[config.mk]
export PLATFORM = sky130hd
export DESIGN_NAME = nco_sweep_controller
export DESIGN_NICKNAME = d
export VERILOG_FILES = /design/src/rtl/nco_sweep_controller.sv
export SDC_FILE = /design/constraint.sdc
export NUM_CORES = 1
export LEC_CHECK = 0
export CORE_ASPECT_RATIO = 0.7
export CORE_MARGIN = 2
export CORE_UTILIZATION = 52
export CTS_CLUSTER_DIAMETER = 80
export CTS_CLUSTER_SIZE = 24
export DETAILED_ROUTE_END_ITERATION = 10
export PLACE_DENSITY = 0.82
export RECOVER_POWER = 100
export SLEW_MARGIN = 30
export SYNTH_ARGS = -nofsm -noshare
export SYNTH_HDL_FRONTEND = slang
export SYNTH_SLANG_ARGS = --single-unit
[constraint.sdc]
create_clock -name clk -period 13.1 [get_ports clk]
set_input_delay 3.275 -clock clk [delete_from_list [all_inputs] [get_ports clk]]
set_output_delay 3.275 -clock clk [all_outputs]
set_load 0.05 [all_outputs]
[src/rtl/nco_sweep_controller.sv]
// nco_sweep_controller
//   Steps the NCO phase increment from a stored start value to a stored stop
//   value in signed steps, holding each value for a programmable dwell.
//   Config (start/stop/step/dwell) is loaded by a valid/ready handshake
//   while idle.
//   Optional build macro NCO_SWEEP_PINGPONG_EN: the sweep bounces between
//   start and stop until aborted, pulsing sweep_done each time it leaves the
//   start endpoint. Without the macro the sweep is one-shot and no
//   direction register exists.
module nco_sweep_controller #(
    parameter int unsigned INC_W   = 32,
    parameter int unsigned DWELL_W = 16
) (
    input  logic               clk,
    input  logic               rst,
    input  logic               cfg_valid,
    output logic               cfg_ready,
    input  logic [INC_W-1:0]   cfg_start,
    input  logic [INC_W-1:0]   cfg_stop,
    input  logic [INC_W-1:0]   cfg_step,
    input  logic [DWELL_W-1:0] cfg_dwell,
    input  logic               start,
    input  logic               abort,
    output logic [INC_W-1:0]   phase_inc,
    output logic               busy,
    output logic               step_strobe,
    output logic               sweep_done
);

    typedef enum logic [1:0] {
        IDLE  = 2'd0,
        SWEEP = 2'd1,
        LAST  = 2'd2
    } state_t;

    state_t             state;
    logic [INC_W-1:0]   start_q;
    logic [INC_W-1:0]   stop_q;
    logic [INC_W-1:0]   step_q;
    logic [DWELL_W-1:0] dwell_q;
    logic [DWELL_W-1:0] dwell_cnt;
    logic [DWELL_W-1:0] dwell_load;
    logic               cfg_fire;
    logic               expire;

    // Two guard bits: one keeps phase_inc+step from wrapping, the second
    // covers negating the most negative step in ping-pong mode.
    logic signed [INC_W+1:0] cur_x;
    logic signed [INC_W+1:0] step_x;
    logic signed [INC_W+1:0] target_x;
    logic signed [INC_W+1:0] nxt;
    logic                    clamp;

`ifdef NCO_SWEEP_PINGPONG_EN
    logic dir;
    logic dir_n;
`endif

    assign cfg_ready  = (state == IDLE);
    assign cfg_fire   = cfg_valid && cfg_ready;
    assign expire     = (dwell_cnt == '0);
    assign dwell_load = (dwell_q == '0) ? '0 : dwell_q - DWELL_W'(1);

    // Next candidate value and endpoint clamp decision for the active direction
    always_comb begin
        cur_x    = {{2{phase_inc[INC_W-1]}}, phase_inc};
        step_x   = {{2{step_q[INC_W-1]}}, step_q};
        target_x = {{2{stop_q[INC_W-1]}}, stop_q};
`ifdef NCO_SWEEP_PINGPONG_EN
        // In LAST the next move is the first one of the reversed leg.
        dir_n = (state == LAST) ? ~dir : dir;
        if (dir_n) begin
            step_x   = -step_x;
            target_x = {{2{start_q[INC_W-1]}}, start_q};
        end
`endif
        nxt   = cur_x + step_x;
        clamp = (step_x == '0) ||
                (!step_x[INC_W+1] && (nxt >= target_x)) ||
                ( step_x[INC_W+1] && (nxt <= target_x));
    end

    // Config capture and sweep sequencer with registered outputs
    always_ff @(posedge clk or posedge rst) begin
        if (rst) begin
            state       <= IDLE;
            start_q     <= '0;
            stop_q      <= '0;
            step_q      <= '0;
            dwell_q     <= '0;
            dwell_cnt   <= '0;
            phase_inc   <= '0;
            busy        <= 1'b0;
            step_strobe <= 1'b0;
            sweep_done  <= 1'b0;
`ifdef NCO_SWEEP_PINGPONG_EN
            dir         <= 1'b0;
`endif
        end else begin
            step_strobe <= 1'b0;
            sweep_done  <= 1'b0;

            if (cfg_fire) begin
                start_q <= cfg_start;
                stop_q  <= cfg_stop;
                step_q  <= cfg_step;
                dwell_q <= cfg_dwell;
            end

            if (abort) begin
                state <= IDLE;
                busy  <= 1'b0;
            end else begin
                case (state)
                    IDLE: begin
                        if (start && !cfg_fire) begin
                            state       <= SWEEP;
                            busy        <= 1'b1;
                            phase_inc   <= start_q;
                            step_strobe <= 1'b1;
                            dwell_cnt   <= dwell_load;
`ifdef NCO_SWEEP_PINGPONG_EN
                            dir         <= 1'b0;
`endif
                        end
                    end

                    SWEEP: begin
                        if (expire) begin
                            step_strobe <= 1'b1;
                            dwell_cnt   <= dwell_load;
                            if (clamp) begin
                                phase_inc <= target_x[INC_W-1:0];
                                state     <= LAST;
                            end else begin
                                phase_inc <= nxt[INC_W-1:0];
                            end
                        end else begin
                            dwell_cnt <= dwell_cnt - DWELL_W'(1);
                        end
                    end

                    LAST: begin
                        if (expire) begin
`ifdef NCO_SWEEP_PINGPONG_EN
                            sweep_done  <= dir;
                            dir         <= ~dir;
                            step_strobe <= 1'b1;
                            dwell_cnt   <= dwell_load;
                            if (clamp) begin
                                phase_inc <= target_x[INC_W-1:0];
                                state     <= LAST;
                            end else begin
                                phase_inc <= nxt[INC_W-1:0];
                                state     <= SWEEP;
                            end
`else
                            sweep_done <= 1'b1;
                            busy       <= 1'b0;
                            state      <= IDLE;
`endif
                        end else begin
                            dwell_cnt <= dwell_cnt - DWELL_W'(1);
                        end
                    end

                    default: begin
                        state <= IDLE;
                        busy  <= 1'b0;
                    end
                endcase
            end
        end
    end

endmodule
# == Yosys cells after proc, flatten, opt, wreduce, memory -nomap -nowiden ==
# Index checks and enable logic that the tools add are counted.
# W data, S select, Z words.
# classes
addsub,3
n_bitwise,1
n_eq_ne,10
order_cmp,2
n_mux,25
n_reduce_logical,18
# op_table
op,n
$mux W32,3
$mux W16,4
$pmux W32 S2,1
$pmux W16 S3,1
$logic_not A34 Y1,1
$add A32 B32 Y33,1
$ge A33 B32 Y1,1
$le A33 B32 Y1,1
$logic_not A16 Y1,2
$sub A16 B1 Y16 const B,2
$reduce_and A4 Y1,3
$mux W2,5
$ne A3 B3 Y1 const B,3
$mux W1,8
$ne A2 B2 Y1 const B,3
$pmux W2 S3,1
$logic_and A1 B1 Y1,4
$ne A3 B1 Y1 const B,1
$pmux W1 S3,1
$reduce_and A3 Y1,1
$reduce_bool A3 Y1,1
$eq A2 B1 Y1 const B,1
$eq A2 B2 Y1 const B,1
$logic_not A1 Y1,2
6 further kinds,7
# totals
elab_cells,69
register_bits,165

# == Longest topological paths before layout ==
# depth
ltp_word,9
depth_mapped,20
ltp_nobuf,19

# == Least setup slack after synthesis ==
# OpenSTA, ideal clock, no wires.
# synth_path
path_kind,flip-flop to flip-flop
startpoint,register phase_inc[0]
endpoint,register phase_inc[11]
setup_time_ns,0.118
arrival_time_ns,4.803
path_slack_ns,8.179
n_path_buf,1
path_stages_with_launch,21
t_required_ns,12.982
path_cell_list,dfrtp_1 -> ha_1 -> fa_1 -> a21oi_1 -> nand3b_1 -> a21oi_1 -> a21o_1 -> o31ai_1 -> o21ai_0 -> a211oi_1 -> mux2_2 -> ha_1 -> nand4_1 -> nor4_1 -> o32ai_2 -> mux4_2 -> nand2_4 -> buf_6 -> mux2i_1 -> a21oi_1 -> a21o_1
# synth_via
elab_chain_cells,8
elab_cells_between_ends,10
classes_between,add/sub: 1; order compare: 2; mux: 3; reduce/logical: 4
# synth_rtl
item,line,source
"start, declared",24,"output logic [INC_W-1:0] phase_inc,"
"start signal, assigned",119,phase_inc <= start_q;
"start signal, assigned",133,phase_inc <= target_x[INC_W-1:0];
"start signal, assigned",136,phase_inc <= nxt[INC_W-1:0];
$add A32 B32 Y33 (*),77,nxt = cur_x + step_x;
$ge A33 B32 Y1,79,(!step_x[INC_W+1] && (nxt >= target_x)) ||
$logic_and A1 B1 Y1,79,
$logic_or A1 B1 Y1,78,clamp = (step_x == '0) ||
$logic_or A1 B1 Y1,79,
$mux W32 (*),132,if (clamp) begin
$mux W32 (*),129,if (expire) begin
$pmux W32 S2 (*),114,case (state)
# Mark *: on every way between the ends. The rest lies on a longest branch, timed or not. The select of a mux whose other input is x is not followed.
# A chain may end at the register's enable or synchronous reset.

# == Worst setup path after layout ==
# layout_path
startpoint,input cfg_valid
endpoint,register stop_q[16]
# layout_via
elab_chain_cells,1
# layout_rtl
item,line,source
"start, declared",16,"input logic cfg_valid,"
$logic_and A1 B1 Y1,60,assign cfg_fire = cfg_valid && cfg_ready;
"end signal, assigned",105,stop_q <= cfg_stop;
"end, declared",38,logic [INC_W-1:0] stop_q;
# Every way passes these cells.

==> run_results.csv <==
group,metric,value,unit
routing,wl_per_cell,18.82,um
clock_tree,root_buffer,"clkbuf_16",
worst_setup_path,cp-endpoint,"stop_q[16]",
placement,io_buffers,152,
floorplan,io_pins,153,
worst_setup_path,r2r_cells,18,
worst_setup_path,cp_cell_sequence,"dlygate4sd3_1 -> nand2_1 -> clkbuf_1 -> mux2_2",
yosys,synth_fp_nets,1162,
yosys,synth_top_area_frac,0.4132,
routing,drtPass1Iterations,5,
worst_setup_path,regToRegSetupSlack,6610,ps
floorplan,core_area,18870,sq um
grt,grt_usage,0.2624,
sta,layout_setup_ws,4794,ps
grt,grt_pass1_wl,41750,um
placement,post_dp_cell_area,11730,sq um
yosys,synth_most_common_cell,"dfrtp_1",
routing,first_iter_violations,664,
cells_and_area,nets,1303,
worst_setup_path,cp.arrival,8670,ps
sta,tightestPinTransition,4409,ps
yosys,yosysSeqAreaShare,0.4132,
cells_and_area,final_area,12290,sq um
yosys,synth_warnings,0,
yosys,ys_ff_latch,165,
sta,timing.slew.headroom,-1.955,
worst_setup_path,worstSetupEndpointType,"register",
sta,skew,8.429,ps
yosys,ys_types,68,
worst_setup_path,critPathLaunch,"cfg_valid",
floorplan,die-area,20360,sq um
grt,grt_overflow_total,0,
floorplan,core.rowCount,42,
routing,vias_per_cell,5.882,
floorplan,die_h,120.0,um
grt,antenna_found_initial,1,
outcome,violations,"capacitance limit, slew limit",
routing,drc,0,
clock_tree,htreeDepth,4,
worst_setup_path,cp_max_fo,79,
clock_tree,cts-resized-gates,0,
yosys,synth_edf_count,0,
worst_setup_path,required,13460,ps
cells_and_area,areaGrowthSynthToFinish,22.94,%
sta,rsz0062_at_grt,"false",
clock_tree,clkTransAtPathRegs,60,ps
clock_tree,post_cts_buffers,0,
routing,wl,25750,um
worst_setup_path,worstSetupPathType,"in2reg",
worst_setup_path,reg2reg_to,"phase_inc[31]",
placement,pre_cts_ws,7079,ps
yosys,ys.flop_type,"dfrtp_1",
grt,first_global_vias,8065,
worst_setup_path,crit_slowest_cell,"clkbuf_1",
cells_and_area,drive_gt1_frac,0.1448,
clock_tree,cts_sinks,165,
yosys,yosys-top-cells-area,"dfrtp_1 41%, mux2_2 13%, ha_1 9.0%, a21oi_1 4.5%, o21ai_0 2.9%",
routing,ant_nets,0,
yosys,syn_avg_cell_area,10.28,sq um
yosys,yosys.area.top_type,"dfrtp_1",
worst_setup_path,critPathMaxStageDelay,3100,ps
grt,grt_max_degree,101,
floorplan,fp.dieW,169.7,um
outcome,status,"complete, but fails checks",
worst_setup_path,start_kind,"primary input",
min_path,hold_class,"reg2reg",
sta,drv_slew,210,
yosys,syn_area,9993,sq um
clock_tree,postCtsHoldBufs,0,
clock_tree,clk_path_buf_depth,2,
sta,finalCriticalPeriod,8306,ps
sta,fin_crit_sh,0.6340,
yosys,synth_common_cells,"165 x dfrtp_1, 113 x mux2_2, 90 x a21oi_1",
floorplan,start_util,0.5297,
sta,setup_viol,0,
clock_tree,numCtsBuffers,17,
placement,place_congestion,0.9661,
placement,dp_hpwl,18600,um
cells_and_area,antenna_cells,0,
yosys,synthArstFlopShare,1.000,
routing,vias,8046,
sta,hold_viol_final,0,
sta,fmaxAchievable,0.1204,GHz
clock_tree,clock_latency,440,ps
worst_setup_path,r2r_start,"phase_inc[0]",
run,maxCapViolCount,3,
yosys,syn_inst,972,
clock_tree,cts_tree,"yes",
sta,fin_setup_tns,0,ps
==> flip-flops by register name, indices dropped and copies added, names as in the netlist <==
signal / flops
step_q: 32
busy: 1
phase_inc: 32
state: 2
dwell_cnt: 16
start_q: 32
dwell_q: 16
stop_q: 32
step_strobe: 1
sweep_done: 1
==> kinds of logic after synthesis <==
family                     after synthesis  synth area share
AOI/OAI and AO/OA                      259            0.1635
xor gates and xnor gates                41           0.03593
adders and majority gates               73           0.09215
buffers and inverters                   87           0.03456
DFF                                    165            0.4132
muxes                                  142            0.1576
and+or+nand+nor                        205            0.1030
==> layout by cell type (no fill, tap or decap), types with 4 or more instances in the layout <==
cell type	instances
nor2b_1	8
a22o_1	7
mux2_2	112
o21bai_1	4
a21oi_1	90
mux2i_1	28
nand2b_1	5
nor2_1	58
o22ai_1	8
clkbuf_1	4
nand3_1	10
buf_4	5
nand4_1	11
a21o_1	27
nor4_1	15
nor3_1	14
inv_1	49
o21ai_1	7
ha_1	72
dlygate4sd3_1	39
nand2_1	48
a211oi_1	5
xnor2_1	29
xor2_1	12
clkdlybuf4s50_1	113
or3_1	4
o21ai_0	65
clkbuf_16	17
o21a_1	9
and3_1	11
dfrtp_1	165
a221o_1	5
==> final cells by class <==
class / count / area (sq um)
clock buffer: 22 / 464.2
clock inverter: 10 / 122.6
fill: 1458 / 6580
inverter: 51 / 192.7
multi-input combinational: 720 / 5512
sequential: 165 / 4129
tap: 242 / 302.8
timing repair buffer: 158 / 1563
==> per-stage QoR <==
step / util / std cells / hold WS (ps)
finish: 0.6512 / 1368 / 503.0
global route: 0.6512 / 1368 / 514.8
CTS: 0.6528 / 1368 / 502.8
detailed placement: 0.6217 / 1336 / 481.5
global placement: 0.6217 / 1336 / 477.1
floorplan: - / 972 / 457.7
==> worst max-delay path: cells and delay by family <==
family / cells / cell delay [ps]
simple gates: 1 / 1020
mux: 1 / 600
buf+inv: 2 / 3660
==> metal layers <==
| metal | vias to the layer above | global-route usage | share of wire |
|---|---|---|---|
| met5 | - | 0 | 0.00043 |
| met4 | 2 | 0.07158 | 0.018 |
| met3 | 42 | 0.06893 | 0.077 |
| met2 | 285 | 0.3974 | 0.44 |
| met1 | 3897 | 0.3740 | 0.47 |
| li1 | 3820 | - | - |
==> worst min-delay path by stage <==
stage                 startpoint            to  cells past startpoint
floorplan           dwell_cnt[9]  dwell_cnt[9]                      1
detailed placement  dwell_cnt[9]  dwell_cnt[9]                      1
global placement    dwell_cnt[9]  dwell_cnt[9]                      1
global route         start_q[19]   start_q[19]                      1
CTS                  start_q[12]   start_q[12]                      1
finish               start_q[12]   start_q[12]                      1
Power is not shown: default switching activity piles up to over one toggle a cycle in this logic, so the estimate is an artifact.
